<file path="src/rtl/seq_code_pkg.sv">
// Shared definitions for the sequence code monitor: legal code points, FSM state type,
// and the successor/decode helpers for the 000->011->101->110 cycle.
package seq_code_pkg;

    localparam logic [2:0] CODE_P0 = 3'b000;
    localparam logic [2:0] CODE_P1 = 3'b011;
    localparam logic [2:0] CODE_P2 = 3'b101;
    localparam logic [2:0] CODE_P3 = 3'b110;

    // Wide enough for the largest supported lock threshold (7).
    localparam int RUN_W = 3;

    typedef enum logic {
        HUNT   = 1'b0,
        LOCKED = 1'b1
    } mon_state_t;

    function automatic logic is_legal(input logic [2:0] code);
        logic ok;
        case (code)
            CODE_P0, CODE_P1, CODE_P2, CODE_P3: ok = 1'b1;
            default:                            ok = 1'b0;
        endcase
        return ok;
    endfunction

    function automatic logic [2:0] successor(input logic [2:0] code);
        logic [2:0] nxt;
        case (code)
            CODE_P0: nxt = CODE_P1;
            CODE_P1: nxt = CODE_P2;
            CODE_P2: nxt = CODE_P3;
            CODE_P3: nxt = CODE_P0;
            default: nxt = CODE_P0;
        endcase
        return nxt;
    endfunction

    function automatic logic [1:0] decode(input logic [2:0] code);
        logic [1:0] pos;
        case (code)
            CODE_P1: pos = 2'd1;
            CODE_P2: pos = 2'd2;
            CODE_P3: pos = 2'd3;
            default: pos = 2'd0;
        endcase
        return pos;
    endfunction

endpackage

</file>
<file path="src/rtl/sat_counter.sv">
// Saturating up-counter; holds at all-ones instead of wrapping.
module sat_counter #(
    parameter int width = 8
) (
    input  logic             clk,
    input  logic             reset,
    input  logic             inc,
    output logic [width-1:0] count
);

    always_ff @(posedge clk) begin
        if (reset) begin
            count <= '0;
        end else if (inc && (count != {width{1'b1}})) begin
            count <= count + 1'b1;
        end
    end

endmodule

</file>
<file path="src/rtl/seq_code_monitor.sv">
// Monitors a 3-bit cyclic counter code, locks after LOCK_CNT successor steps and flags breaks.
// Optional macro SEQ_MON_ERRCNT_EN builds the saturating violation counter on err_count.
//
// state  | meaning
// HUNT   | searching; counting consecutive successor transitions toward LOCK_CNT
// LOCKED | tracking; any sample other than the expected successor is a violation
module seq_code_monitor
    import seq_code_pkg::*;
#(
    parameter int LOCK_CNT = 2,
    parameter int ERR_W    = 8
) (
    input  logic             clk,
    input  logic             reset,
    input  logic [2:0]       code_in,
    input  logic             code_valid,
    output logic [1:0]       idx,
    output logic             idx_valid,
    output logic             locked,
    output logic             err,
    output logic [ERR_W-1:0] err_count
);

    mon_state_t       state;
    logic [2:0]       prev_code;
    logic             prev_ok;
    logic [RUN_W-1:0] run_cnt;

    logic             legal;
    logic             is_succ;
    logic             viol;

    always_comb begin
        legal   = is_legal(code_in);
        is_succ = prev_ok && (code_in == successor(prev_code));
        viol    = code_valid && (state == LOCKED) && !is_succ;
    end

    always_ff @(posedge clk) begin
        if (reset) begin
            state     <= HUNT;
            prev_code <= CODE_P0;
            prev_ok   <= 1'b0;
            run_cnt   <= '0;
            idx       <= 2'd0;
            idx_valid <= 1'b0;
            locked    <= 1'b0;
            err       <= 1'b0;
        end else begin
            idx_valid <= 1'b0;
            err       <= 1'b0;
            if (code_valid) begin
                if (legal) begin
                    prev_code <= code_in;
                    prev_ok   <= 1'b1;
                    idx       <= decode(code_in);
                    idx_valid <= 1'b1;
                end else begin
                    prev_ok   <= 1'b0;
                end

                case (state)
                    HUNT: begin
                        // A successor is always a legal code, so is_succ implies legal.
                        if (is_succ) begin
                            if (run_cnt == RUN_W'(LOCK_CNT - 1)) begin
                                state   <= LOCKED;
                                locked  <= 1'b1;
                                run_cnt <= '0;
                            end else begin
                                run_cnt <= run_cnt + 1'b1;
                            end
                        end else begin
                            run_cnt <= '0;
                        end
                    end
                    LOCKED: begin
                        if (!is_succ) begin
                            state   <= HUNT;
                            locked  <= 1'b0;
                            err     <= 1'b1;
                            run_cnt <= '0;
                        end
                    end
                    default: begin
                        state   <= HUNT;
                        locked  <= 1'b0;
                        run_cnt <= '0;
                    end
                endcase
            end
        end
    end

`ifdef SEQ_MON_ERRCNT_EN
    sat_counter #(
        .width(ERR_W)
    ) u_err_cnt (
        .clk  (clk),
        .reset(reset),
        .inc  (viol),
        .count(err_count)
    );
`else
    assign err_count = '0;
`endif

endmodule

</file>
<file path="config.mk">
export PLATFORM = sky130hd
export DESIGN_NAME = seq_code_monitor
export DESIGN_NICKNAME = d
export VERILOG_FILES = /design/src/rtl/seq_code_pkg.sv /design/src/rtl/sat_counter.sv /design/src/rtl/seq_code_monitor.sv
export SDC_FILE = /design/constraint.sdc
export NUM_CORES = 1
export LEC_CHECK = 0
export CAP_MARGIN = 20
export CORE_MARGIN = 2
export CORE_UTILIZATION = 48
export DETAILED_ROUTE_END_ITERATION = 12
export PLACE_DENSITY = 0.75
export REMOVE_ABC_BUFFERS = 1
export SKIP_CTS_REPAIR_TIMING = 1
export SLEW_MARGIN = 25
export SYNTH_ARGS = -nofsm -noshare
export SYNTH_HDL_FRONTEND = slang
export SYNTH_SLANG_ARGS = --single-unit
</file>
<file path="constraint.sdc">
create_clock -name clk -period 1.45 [get_ports clk]
set_input_delay 0.29 -clock clk [delete_from_list [all_inputs] [get_ports clk]]
set_output_delay 0.29 -clock clk [all_outputs]
set_load 0.03 [all_outputs]
</file>
==> flow_metrics.py, run 1 <==
metrics = {
    "worst_setup_path": {
        "crit_path_top_delay_cell": "dfxtp_4",
        "rrSetupSlack_ps": 30,
        "r2r_cells": 5,
        "path_class": "flop to flop",
        "reg2reg_from": "prev_code[1]",
        "crit_path_max_incr_delay_ps": 420,
        "crit_fanout": 7,
        "crit_chain": "xor2_4 -> o311ai_4 -> nor3b_4 -> nand2_2 -> a22oi_2",
        "worst_setup_path_start_kind": "flop",
        "r2r-end": "state",
        "critical_path.endpoint_type": "flop",
        "required_ps": 1640,
        "arrival_ps": 1610,
    },
    "cells_and_area": {
        "drive_gt1_share_pct": 30.0,
        "fill_cells": 131,
        "utilization_pct": 66.8,
        "diodes": 0,
        "area_growth_pct": 26.4,
        "final_cells": 126,
        "final_net_count": 117,
    },
    "detailed_routing": {
        "num_vias": 693,
        "wl_per_cell_um": 13.6,
        "wl_um": 1720,
        "drc": 0,
        "initialDrtViolationCount": 7,
        "antenna_left": 0,
        "firstDrtPassIters": 5,
        "post_drt_via_cell_ratio": 5.50,
    },
    "yosys": {
        "synth-main-ff-cell": "dfxtp_1",
        "synth_edf_count": 0,
        "synth_compound_area_share_pct": 18.4,
        "async_flop_share_pct": 0,
        "synth-simple-area-share_pct": 24.6,
        "ys_seq_elements": 13,
        "postSynthCellCount": 92,
        "yosysSeqAreaShare_pct": 32.0,
        "synth-xor-area-share_pct": 5.07,
        "synth_top_family_by_area": "simple AND/OR/NAND/NOR gates",
        "synth.distinct_cells": 40,
        "synth_fa_ha_area_share_pct": 0,
        "synth_top_cell_by_area": "dfxtp_1",
        "syn_area_per_cell_sq_um": 8.85,
        "synth_mux_area_share_pct": 3.69,
        "netlist.area_leader.share_pct": 32.0,
        "synth_area_sq_um": 815,
        "synthTopCellsByArea": "dfxtp_1 32%, buf_4 8.3%, nor2_1 4.1%",
        "ys_warn_count": 0,
    },
    "power_and_ir_drop": {
        "leakagePower_nw": 0.508,
        "powerDensity_nw_per_um2": 811,
        "p_total_mw": 0.835,
        "vdd_ir_drop_max_mv": 0.562,
    },
    "floorplan": {
        "core-area_sq_um": 1540,
        "dieArea_sq_um": 2040,
        "rows": 14,
        "ios": 19,
        "die_h_um": 45.2,
        "die_w_um": 45.2,
        "start_util_pct": 52.8,
    },
    "place": {
        "dp_hpwl_um": 1150,
        "gp_congestion": 0.784,
        "dp_cells": 121,
        "dp_slack_ps": -413,
        "io_buffers": 10,
    },
    "global_route": {
        "grt_use_met1_pct": 22.1,
        "grt_busiest_layer": "met2",
        "antenna_found_initial": 0,
        "overflow": 0,
        "grt_pass1_vias": 579,
        "grt.total_usage_pct": 16.8,
        "met2_usage_pct": 28.3,
        "grt_pass1_wl_um": 2540,
        "gr-usage-met3_pct": 2.40,
        "grt_max_degree": 11,
    },
    "run": {
        "drv_cap": 0,
    },
    "timing": {
        "hold_viol_final": 0,
        "setup_ws_ps": 32.1,
        "setup_viol": 0,
        "maxSlewViolCount": 0,
        "max_freq_mhz": 705,
        "finClkSkew_ps": 11.9,
        "fin_crit_sh_pct": 97.8,
        "period_needed_ps": 1420,
        "rsz0062_at_grt": "yes",
    },
    "worst_hold_path": {
        "hold_path_class": "primary input to flop",
        "min_to": "prev_code[0]",
        "whs_path_depth": 3,
        "hp-start": "code_in[0]",
    },
    "clock_network": {
        "cts-root-buf": "clkbuf_4",
        "cts_sinks": 13,
        "worstSkewPairLatency_ps": 270,
        "htreeDepth": 1,
        "cts_max_path_buffers": 2,
        "cts_buffers": 3,
        "cts_tree": "yes",
        "clkTransAtPathRegs_ps": 90,
    },
    "outcome": {
        "status": "finished clean",
    },
}
==> sequential cells by signal, summed over array words and instances (netlist names) <==
| register | flops |
|---|---|
| state | 1 |
| err | 1 |
| run_cnt | 3 |
| idx | 2 |
| locked | 1 |
| prev_ok | 1 |
| prev_code | 3 |
| idx_valid | 1 |
==> power by group <==
| part | switching [mW] | internal, mW | total, mW | leakage, nW |
|---|---|---|---|---|
| clock | 0.121 | 0.106 | 0.228 | 0.0150 |
| combinational | 0.117 | 0.0949 | 0.212 | 0.386 |
| sequential | 0.0244 | 0.372 | 0.396 | 0.108 |
==> layout make-up <==
cell class | count | area [sq um] | share of cell area, %
Inverter | 4 | 15.0 | 1.46
Sequential cell | 13 | 269 | 26.1
Tap cell | 16 | 20.0 | 1.94
Timing Repair Buffer | 21 | 203 | 19.7
Multi-Input combinational cell | 68 | 497 | 48.2
Clock buffer | 4 | 26.3 | 2.55
==> cell families (layout without fill, tap and decap cells) <==
kind of cell	Yosys count	after routing
xor+xnor	3	3
mux	3	3
compound gates	21	21
buf+inv	18	29
flops	13	13
simple gates	33	33
other cells	1	8
==> per-layer routing <==
metal / routed length, um / up-vias
met3: 92 / 2
met1: 676 / 329
met2: 942 / 23
met5: 0 / -
met4: 6 / 0
li1: - / 339
==> critical path: cells and delay by family, from the launching register on <==
| family | cells | cell delay, ps |
|---|---|---|
| AND/OR/NAND/NOR | 2 | 420 |
| flip-flops | 1 | 420 |
| AO/OA/AOI/OAI | 2 | 280 |
| XOR/XNOR | 1 | 220 |
==> stage by stage <==
| step | hold WS, ps | TNS [ps] | instance area, sq um |
|---|---|---|---|
| CTS | 484 | -1350 | 948 |
| finish | 449 | 0 | 1030 |
| global placement | 460 | -3870 | 922 |
| floorplan | 359 | 0 | 727 |
| detailed placement | 471 | -4090 | 922 |
| global route | 461 | -125 | 1030 |
==> cells in the final DEF, fill, tap and decap left out, types with 2 or more instances in the layout <==
| cell | n |
|---|---|
| a21oi_1 | 4 |
| a21oi_2 | 2 |
| a31oi_1 | 2 |
| buf_4 | 11 |
| clkbuf_4 | 3 |
| clkdlybuf4s50_1 | 2 |
| conb_1 | 8 |
| dfxtp_1 | 10 |
| dfxtp_4 | 2 |
| dlymetal6s2s_1 | 8 |
| inv_1 | 4 |
| mux2i_1 | 3 |
| nand2_1 | 5 |
| nand2b_1 | 3 |
| nand3_1 | 3 |
| nand4b_1 | 2 |
| nor2_1 | 9 |
| o21ai_1 | 3 |
==> cells in the mapped netlist (2+ instances only) <==
cell and number:
a21oi_1 5, nand3_1 3, nand2_1 5, o21ai_1 4, nor2_1 9, nand4b_1 2
buf_6 2, o22ai_1 2, nand2b_1 3, buf_4 9, inv_1 4, dfxtp_1 13
mux2i_1 3, a31oi_1 2
==> how the worst max path moves through the flow <==
stage,endpoint,cells after the start,from
floorplan,state,5,prev_code[0]
global placement,err,6,code_in[1]
CTS,locked,1,locked
finish,state,5,prev_code[1]
global route,state,5,prev_code[1]
detailed placement,err,6,code_in[1]
Note: power is estimated with default switching activity, not from simulation.
==> run 2, diff against run 1 <==
CAP_MARGIN = not set   (was 20)
HOLD_SLACK_MARGIN = 0.15   (was not set)
SYNTH_HIERARCHICAL = 1   (was not set)
==> results of run 2 <==
No change in the layout: final DEF, timing and power equal those of run 1.
Among the figures that moved: Yosys warning count 0 -> 6
